## src/rtl/swap_mon_pkg.sv

```systemverilog
// Shared types and default widths for the swap-counter monitor.
package swap_mon_pkg;

    typedef enum logic [1:0] {
        NOREF,
        TRACK,
        FAULT
    } state_t;

    typedef enum logic [2:0] {
        EV_NONE,
        EV_COUNT,
        EV_SWAP,
        EV_HOLD,
        EV_ERR
    } event_t;

    localparam int W_DEF        = 4;
    localparam int CW_DEF       = 8;
    localparam int LOCK_CNT_DEF = 3;

endpackage

```

## src/rtl/swap_counter_monitor_sat_counter.sv

```systemverilog
// Saturating event counter with synchronous clear; clear beats increment.
// Latency: q reflects inc/clr one cycle after the sampling edge. No backpressure.
module sat_counter #(
    parameter int CW = 8
) (
    input  logic          clock,
    input  logic          reset_n,
    input  logic          inc,
    input  logic          clr,
    output logic [CW-1:0] q
);

    always_ff @(posedge clock or negedge reset_n) begin
        if (!reset_n) begin
            q <= '0;
        end else if (clr) begin
            q <= '0;
        end else if (inc && (q != {CW{1'b1}})) begin
            q <= q + CW'(1);
        end
    end

endmodule

```

## src/rtl/swap_counter_monitor.sv

```systemverilog
// Decodes up/down swap-counter samples into COUNT/SWAP/HOLD/ERROR events; HOLD enabled by SWAP_MON_HOLD_EN.
// Latency: all outputs registered, valid one cycle after the sampling edge.
// Backpressure: none; samples with in_valid low are ignored.
module swap_counter_monitor
    import swap_mon_pkg::*;
#(
    parameter int W        = W_DEF,
    parameter int CW       = CW_DEF,
    parameter int LOCK_CNT = LOCK_CNT_DEF
) (
    input  logic          clock,
    input  logic          reset_n,
    input  logic          in_valid,
    input  logic [W-1:0]  up_in,
    input  logic [W-1:0]  down_in,
    input  logic          clr_stats,
    output logic          locked,
    output logic          fault,
    output logic          count_seen,
    output logic          swap_seen,
    output logic          err_seen,
    output logic          hold_seen,
    output logic [CW-1:0] swap_count,
    output logic [CW-1:0] err_count
);

    state_t        state_q, state_d;
    event_t        ev;
    logic [W-1:0]  ref_up, ref_down;
    logic [W-1:0]  up_next, down_next;
    logic [3:0]    lock_q, lock_d;
    logic          is_count, is_swap, live;

    assign up_next   = ref_up + W'(1);
    assign down_next = ref_down - W'(1);
    assign is_count  = (up_in == up_next) && (down_in == down_next);
    assign is_swap   = (up_in == ref_down) && (down_in == ref_up);
    assign live      = in_valid && (state_q != NOREF);

    // COUNT outranks SWAP when ref_down == ref_up + 1 makes both match.
    always_comb begin
        ev = EV_ERR;
        if (is_count) begin
            ev = EV_COUNT;
        end else if (is_swap) begin
            ev = EV_SWAP;
`ifdef SWAP_MON_HOLD_EN
        end else if ((up_in == ref_up) && (down_in == ref_down)) begin
            ev = EV_HOLD;
`endif
        end
    end

    always_comb begin
        state_d = state_q;
        lock_d  = lock_q;
        if (in_valid) begin
            case (state_q)
                NOREF: begin
                    state_d = TRACK;
                    lock_d  = '0;
                end
                TRACK: begin
                    if (ev == EV_ERR) begin
                        state_d = FAULT;
                        lock_d  = '0;
                    end
                end
                FAULT: begin
                    if (ev == EV_COUNT || ev == EV_SWAP) begin
                        if ((lock_q + 4'd1) >= 4'(LOCK_CNT)) begin
                            state_d = TRACK;
                            lock_d  = '0;
                        end else begin
                            lock_d = lock_q + 4'd1;
                        end
                    end else if (ev == EV_ERR) begin
                        lock_d = '0;
                    end
                end
                default: begin
                    state_d = NOREF;
                    lock_d  = '0;
                end
            endcase
        end
    end

    always_ff @(posedge clock or negedge reset_n) begin
        if (!reset_n) begin
            state_q    <= NOREF;
            lock_q     <= '0;
            ref_up     <= '0;
            ref_down   <= '0;
            count_seen <= 1'b0;
            swap_seen  <= 1'b0;
            err_seen   <= 1'b0;
        end else begin
            state_q    <= state_d;
            lock_q     <= lock_d;
            count_seen <= live && (ev == EV_COUNT);
            swap_seen  <= live && (ev == EV_SWAP);
            err_seen   <= live && (ev == EV_ERR);
            // Reference follows every valid sample, even an illegal one.
            if (in_valid) begin
                ref_up   <= up_in;
                ref_down <= down_in;
            end
        end
    end

`ifdef SWAP_MON_HOLD_EN
    always_ff @(posedge clock or negedge reset_n) begin
        if (!reset_n) begin
            hold_seen <= 1'b0;
        end else begin
            hold_seen <= live && (ev == EV_HOLD);
        end
    end
`else
    assign hold_seen = 1'b0;
`endif

    assign locked = (state_q == TRACK);
    assign fault  = (state_q == FAULT);

    sat_counter #(.CW(CW)) u_swap_cnt (
        .clock   (clock),
        .reset_n (reset_n),
        .inc     (live && (ev == EV_SWAP)),
        .clr     (clr_stats),
        .q       (swap_count)
    );

    sat_counter #(.CW(CW)) u_err_cnt (
        .clock   (clock),
        .reset_n (reset_n),
        .inc     (live && (ev == EV_ERR)),
        .clr     (clr_stats),
        .q       (err_count)
    );

endmodule

```

## config.mk

```make
export PLATFORM = sky130hd
export DESIGN_NAME = swap_counter_monitor
export DESIGN_NICKNAME = d
export VERILOG_FILES = /design/src/rtl/swap_mon_pkg.sv /design/src/rtl/swap_counter_monitor_sat_counter.sv /design/src/rtl/swap_counter_monitor.sv
export SDC_FILE = /design/constraint.sdc
export NUM_CORES = 1
export LEC_CHECK = 0
export BUFFER_PORTS_ARGS = -buffer_cell sky130_fd_sc_hd__buf_2
export CAP_MARGIN = 10
export CELL_PAD_IN_SITES_DETAIL_PLACEMENT = 1
export CELL_PAD_IN_SITES_GLOBAL_PLACEMENT = 1
export CORE_AREA = 5 5 52 100
export CTS_CLUSTER_DIAMETER = 50
export DETAILED_ROUTE_END_ITERATION = 6
export DIE_AREA = 0 0 57 105
export PLACE_DENSITY_LB_ADDON = 0.1
export SLEW_MARGIN = 0
export SYNTH_ARGS = -nofsm -noshare
export SYNTH_HDL_FRONTEND = slang
export SYNTH_SLANG_ARGS = --single-unit
```

## constraint.sdc

```tcl
create_clock -name clock -period 7.85 [get_ports clock]
set_clock_uncertainty 0.2 [all_clocks]
set_input_delay 1.1775 -clock clock [delete_from_list [all_inputs] [get_ports clock]]
set_output_delay 1.1775 -clock clock [all_outputs]
set_load 0.01 [all_outputs]
```

== Yosys cells after proc, flatten, opt, wreduce, memory -nomap -nowiden ==
Cells that the tools add are included.

* Logic and storage cells: 57
* Bits of input ports: 12
* Bits in registers: 33

* Reduce and logical (&&, ||, !) cells: 14
* Magnitude comparators: 1
* Add/subtract/negate cells: 5
* Eq/ne operators: 14
* Multiplexer cells: 14

{| class="wikitable"
|+ Operator list
! cell !! number
|-
| $mux 8 || 4
|-
| $add 8x1->8 const B || 2
|-
| $eq 4x4->1 || 4
|-
| $ne 8x8->1 const B || 2
|-
| $mux 4 || 3
|-
| $add 4x1->4 const B || 2
|-
| $logic_and 1x1->1 || 8
|-
| $pmux 4 s2 || 1
|-
| $mux 2 || 3
|-
| $mux 3 || 2
|-
| $ne 2x1->1 const B || 3
|-
| $pmux 2 s3 || 1
|-
| $reduce_bool 2->1 || 3
|-
| $ge 4x2->1 const B || 1
|-
| $reduce_and 4->1 || 1
|-
| $sub 4x1->4 const B || 1
|-
| $eq 3x1->1 const B || 1
|-
| $eq 3x2->1 const B || 1
|-
| $eq 3x3->1 const B || 1
|-
| $eq 2x1->1 const B || 1
|-
| $eq 2x2->1 const B || 1
|-
| $logic_not 2->1 || 1
|-
| $logic_or 1x1->1 || 1
|}

== Logic depth before layout (Yosys ltp) ==
* Depth in word-level cells: 9
* Depth in mapped cells: 10
* Mapped depth without buffers: 8

== By module ==
A second synthesis with hierarchy kept.

* Cells, all modules: 194
* Area total of the unflattened synthesis: 2020.7 sq um

{| class="wikitable"
|+ By module, submodules not included
! module !! area an instance (sq um) !! cells each !! sequential area each (sq um) !! times used
|-
| swap_counter_monitor || 1092.3 || 96 || 425.4 || 1
|-
| sat_counter || 464.2 || 49 || 200.2 || 2
|}

== Worst setup path after synthesis ==
No wires, ideal clock.

* Kind: in2reg
* Start: input port up_in[3]
* End: register u_err_cnt.q[4]
* Buffers on the path: 2
* Stages on the path: 8
* Arrival: 2669 ps
* Setup slack: 4856 ps
* Data required time: 7525 ps
* Cells stage by stage: xor2_1 -> xnor2_1 -> or4_4 -> buf_6 -> o2111ai_4 -> buf_6 -> nor3_2 -> mux2_4

* Cells in the longest elaborated chain, start to end: 8

{| class="wikitable"
|+ RTL lines
! element !! RTL line !! RTL
|-
| start: declaration || swap_counter_monitor.sv:14 || <nowiki>input logic [W-1:0] up_in,</nowiki>
|-
| $eq 4x4->1 || swap_counter_monitor.sv:37 || <nowiki>assign is_swap = (up_in == ref_down) && (down_in == ref_up);</nowiki>
|-
| $logic_and 1x1->1 || swap_counter_monitor.sv:37 ||
|-
| $mux 3 || swap_counter_monitor.sv:45 || <nowiki>end else if (is_swap) begin</nowiki>
|-
| $mux 3 * || swap_counter_monitor.sv:43 || <nowiki>if (is_count) begin</nowiki>
|-
| $eq 3x3->1 * || swap_counter_monitor.sv:138 || <nowiki>.inc (live && (ev == EV_ERR)),</nowiki>
|-
| $logic_and 1x1->1 * || swap_counter_monitor.sv:138 ||
|-
| $logic_and 1x1->1 * || swap_counter_monitor_sat_counter.sv:18 || <nowiki>end else if (inc && (q != {CW{1'b1}})) begin</nowiki>
|-
| $reduce_bool 2->1 (no line) * || -- ||
|-
| end signal: assignment || swap_counter_monitor_sat_counter.sv:19 || <nowiki>q <= q + CW'(1);</nowiki>
|-
| end: declaration || swap_counter_monitor_sat_counter.sv:10 || <nowiki>output logic [CW-1:0] q</nowiki>
|}

Every way passes the cells marked *; elsewhere a longest branch is shown, timed or not.
A chain may end at the register's enable or synchronous reset.

== Final worst setup path ==
* Start: input port down_in[1]
* End: register u_swap_cnt.q[5]

* Cells in the longest elaborated chain, start to end: 8

{| class="wikitable"
|+ RTL lines
! element !! RTL line !! RTL
|-
| start: declaration || swap_counter_monitor.sv:15 || <nowiki>input logic [W-1:0] down_in,</nowiki>
|-
| $eq 4x4->1 || swap_counter_monitor.sv:37 ||
|-
| $logic_and 1x1->1 || swap_counter_monitor.sv:37 ||
|-
| $mux 3 || swap_counter_monitor.sv:45 ||
|-
| $mux 3 * || swap_counter_monitor.sv:43 ||
|-
| $eq 3x2->1 * || swap_counter_monitor.sv:130 || <nowiki>.inc (live && (ev == EV_SWAP)),</nowiki>
|-
| $logic_and 1x1->1 * || swap_counter_monitor.sv:130 ||
|-
| $logic_and 1x1->1 * || swap_counter_monitor_sat_counter.sv:18 ||
|-
| $reduce_bool 2->1 (no line) * || -- ||
|-
| end signal: assignment || swap_counter_monitor_sat_counter.sv:19 ||
|-
| end: declaration || swap_counter_monitor_sat_counter.sv:10 ||
|}

Marks and branches as above.

==> tab_implementation.tex <==
\begin{tabular}{lr}
\hline
Metric & Value \\
\hline
\multicolumn{2}{l}{\textbf{Timing}} \\
\quad Min Tclk post-route & 3380 ps \\
\quad Max-Slew Margin vs Limit & 0.490 \\
\quad Final worst setup slack & roughly 4500 ps \\
\quad Setup-violating endpoint count in the final report & 0 \\
\quad Fin. max-slew vios & 0 \\
\quad Hold slack & 355 ps \\
\quad Tcrit/Tclk final & 0.430 \\
\quad Achievable Freq & between 200 and 300 MHz \\
\quad Tightest Pin Transition & about 770 ps \\
\quad Final hold viol count & 0 \\
\quad Unrepaired setup endpoints after global routing & no \\
\quad Post-route setup TNS & 0 ps \\
\multicolumn{2}{l}{\textbf{Floorplan}} \\
\quad Total number of placement rows & 34 \\
\quad Starting Density & 0.447 \\
\quad Die X & 57 µm \\
\quad Die outline height & 105 µm \\
\quad Total die area & 0.00599 mm² \\
\quad I/O pins & 34 \\
\quad Area inside the core boundary & 0.00434 mm² \\
\multicolumn{2}{l}{\textbf{Pwr}} \\
\quad Power density of the placed cells & roughly 210 mW/mm² \\
\quad VDD IR max & 123 µV \\
\quad Leakage power total & 1.04 nW \\
\multicolumn{2}{l}{\textbf{Place}} \\
\quad Placed Cells incl. Taps & 270 \\
\quad Final HPWL from detailed placement & 3.78 mm \\
\quad Worst-case setup slack after placement & 4160 ps \\
\quad RePlAce Congestion & 0.814 \\
\quad Buffers added on ports & 32 \\
\multicolumn{2}{l}{\textbf{Drt}} \\
\quad Wire length on met3 & 146 µm \\
\quad Highest layer used for signal routing & met4 \\
\quad Number of DRC violations after detailed routing & 0 \\
\quad Detailed-route wire length & about 4.8 mm \\
\quad Starting DRC count in detailed routing & 20 \\
\quad DRT Pass-1 Iters & 4 \\
\quad Routed met1 length & 1.62 mm \\
\quad Detailed-routed wire length on met2 & between 2 and 3 mm \\
\quad Detail-routed net length per standard cell & approximately 17 µm \\
\quad Post-DR vias/cell & 5.63 \\
\quad Vias post-DR & 1,560 \\
\quad Count of nets left with antenna violations after detail routing & 0 \\
\multicolumn{2}{l}{\textbf{Job}} \\
\quad Number of violations of the max-capacitance limit & 0 \\
\multicolumn{2}{l}{\textbf{Clock network}} \\
\quad Register clock-pin slew on the reported worst setup and hold paths & 70 ps \\
\quad Post-CTS Setup Inserts & 0 \\
\quad Resized Gates After CTS & 0 \\
\quad Number of levels in the clock H-tree & 2 \\
\quad Number of hold buffers added after CTS & 0 \\
\quad Clock buffers created by TritonCTS & 5 \\
\quad Number of buffers on the longest clock path & 2 \\
\quad TritonCTS clock tree & built \\
\quad Clock latency on the worst-skew pair & 280 ps \\
\quad Clock root buffer master & sky130\_fd\_sc\_hd\_\_clkbuf\_8 \\
\quad CTS sink count & 33 \\
\multicolumn{2}{l}{\textbf{Global routing}} \\
\quad Antenna violations before repair & 0 \\
\quad Vias in the first global route & around 1,700 \\
\quad Pin count of the biggest net entering global routing & 34 \\
\quad GRT overflow & 0 \\
\quad Wire length of the first global-routing pass & between 8 and 9 mm \\
\quad Overall track demand over capacity in global routing & 0.175 \\
\multicolumn{2}{l}{\textbf{Yosys}} \\
\quad Most common flop cell mapped by yosys & sky130\_fd\_sc\_hd\_\_dfrtp\_1 \\
\quad Flop and latch count out of synthesis & 33 \\
\quad Total standard cell area after synthesis & 0.00194 mm² \\
\quad Top cells by area, synth & sky130\_fd\_sc\_hd\_\_dfrtp\_1 (43\%), sky130\_fd\_sc\_hd\_\_ha\_1 (6.4\%), sky130\_fd\_sc\_hd\_\_xor2\_1 (6.3\%), sky130\_fd\_sc\_hd\_\_mux2\_2 (3.5\%), sky130\_fd\_sc\_hd\_\_a21oi\_1 (3.4\%) \\
\quad Async set-or-reset flop fraction in the synthesized netlist & 1.00 \\
\quad Commonest cells post-synth & sky130\_fd\_sc\_hd\_\_dfrtp\_1 (33), sky130\_fd\_sc\_hd\_\_xor2\_1 (14), sky130\_fd\_sc\_hd\_\_a21oi\_1 (13) \\
\quad Cell accounting for the most synthesized area & sky130\_fd\_sc\_hd\_\_dfrtp\_1 \\
\quad Syn avg cell area & a little over 10 µm² \\
\quad Net Count, Synth & approximately 210 \\
\quad Yosys top cell area share & 0.426 \\
\quad Register area share after synthesis & 0.426 \\
\quad Number of enable-type register cells in the synthesized netlist & 0 \\
\quad Mapped Cells & 191 \\
\quad Distinct cell type count after synthesis & 37 \\
\quad Yosys warning count & 0 \\
\quad Count leader, synth & sky130\_fd\_sc\_hd\_\_dfrtp\_1 \\
\multicolumn{2}{l}{\textbf{Cells and area}} \\
\quad Number of fillers in the final layout & 532 \\
\quad Post-layout net count & 245 \\
\quad Diodes inserted & 0 \\
\quad Area delta synth->final & 13.7\% \\
\quad Share of cells above drive strength 1 & 0.215 \\
\quad Non-filler instance count after layout & 277 \\
\multicolumn{2}{l}{\textbf{Min path}} \\
\quad Cell depth of the worst hold path & 1 \\
\quad Worst Hold Class & reg2reg \\
\multicolumn{2}{l}{\textbf{Worst setup path}} \\
\quad Kind of end point of the critical path & flip-flop \\
\quad Required time at the worst-slack endpoint & 7850 ps \\
\quad Max FO, Critical Path & 14 \\
\quad Worst reg2reg path depth & 8 \\
\quad CP arrival & 3380 ps \\
\quad Startpoint Class & input port \\
\quad Critical path class & in2reg \\
\multicolumn{2}{l}{\textbf{Outcome}} \\
\quad Outcome & complete, no violations \\
\hline
\end{tabular}
==> final cells by class <==
cell class | instances | area (µm²) | area share
multi-input cells | 141 | 1030 | 0.466
repair buffers | 32 | 160 | 0.0726
clock buffers | 7 | 86.3 | 0.0391
inverters | 10 | 37.5 | 0.0170
flip-flops and latches | 33 | 826 | 0.374
well taps | 54 | 67.6 | 0.0306
==> worst max-delay path, stage by stage <==
cell	delay, ps
sky130_fd_sc_hd__buf_2	120
sky130_fd_sc_hd__xor2_1	150
sky130_fd_sc_hd__nor4_1	310
sky130_fd_sc_hd__nand2_1	240
sky130_fd_sc_hd__nand4b_1	570
sky130_fd_sc_hd__or4_1	640
sky130_fd_sc_hd__a21oi_1	180
==> layout by cell type (no fill, tap or decap), types with 5 or more instances in the layout <==
master	instances
sky130_fd_sc_hd__dfrtp_1	33
sky130_fd_sc_hd__buf_2	32
sky130_fd_sc_hd__xor2_1	14
sky130_fd_sc_hd__a21oi_1	13
sky130_fd_sc_hd__nand2_1	12
sky130_fd_sc_hd__nor2_1	11
sky130_fd_sc_hd__inv_1	10
sky130_fd_sc_hd__o21ai_0	10
sky130_fd_sc_hd__ha_1	10
sky130_fd_sc_hd__nand3_1	9
sky130_fd_sc_hd__or3_1	7
sky130_fd_sc_hd__mux2_2	6
sky130_fd_sc_hd__o31ai_1	6
sky130_fd_sc_hd__clkbuf_8	6
sky130_fd_sc_hd__or4_1	5
==> report_power, final <==
part | switching [mW] | internal [mW]
Sequential | 0.0170 | 0.184
Combinational | 0.0747 | 0.0563
Clock | 0.0604 | 0.0696
==> cells by family after synthesis <==
family | after synthesis | share of synthesized area
AND/OR/NAND/NOR | 64 | 0.179
AO/OA/AOI/OAI | 35 | 0.117
flip-flops | 33 | 0.426
XOR/XNOR | 20 | 0.104
buffers and inverters | 17 | 0.0445
multiplexers | 11 | 0.0632
adder cells (fa/ha/maj) | 10 | 0.0645
other | 1 | 0.00193
==> worst paths after layout <==
check	start	endpoint	slack, ps
min in group asynchronous	reset_n	u_swap_cnt.q[4]	760
max in group asynchronous	reset_n	count_seen	6190
setup reg to reg	ref_down[0]	u_swap_cnt.q[5]	4960
hold / removal	lock_q[0]	lock_q[0]	350
hold reg to reg	lock_q[0]	lock_q[0]	350
setup / recovery	down_in[1]	u_swap_cnt.q[5]	4470
==> through the flow <==
step,total power [mW],area (µm²),utilization
2_1_floorplan,0.293,1940,-
3_3_place_gp,0.325,2120,0.488
3_5_place_dp,0.337,2120,0.488
4_1_cts,0.471,2210,0.508
5_1_grt,0.494,2210,0.508
6_report,0.462,2210,0.508
==> flip-flops by register name, indices dropped and copies added (netlist names) <==
signal        flops
u_swap_cnt.q      8
ref_up            4
lock_q            4
swap_seen         1
count_seen        1
err_seen          1
u_err_cnt.q       8
state_q           2
ref_down          4
==> routing by layer <==
metal	up-vias	track usage
li1	732	-
met1	790	0.163
met2	31	0.349
met3	7	0.0309
met4	0	0.0697
met5	-	0
(Power assumes the default switching activity.)
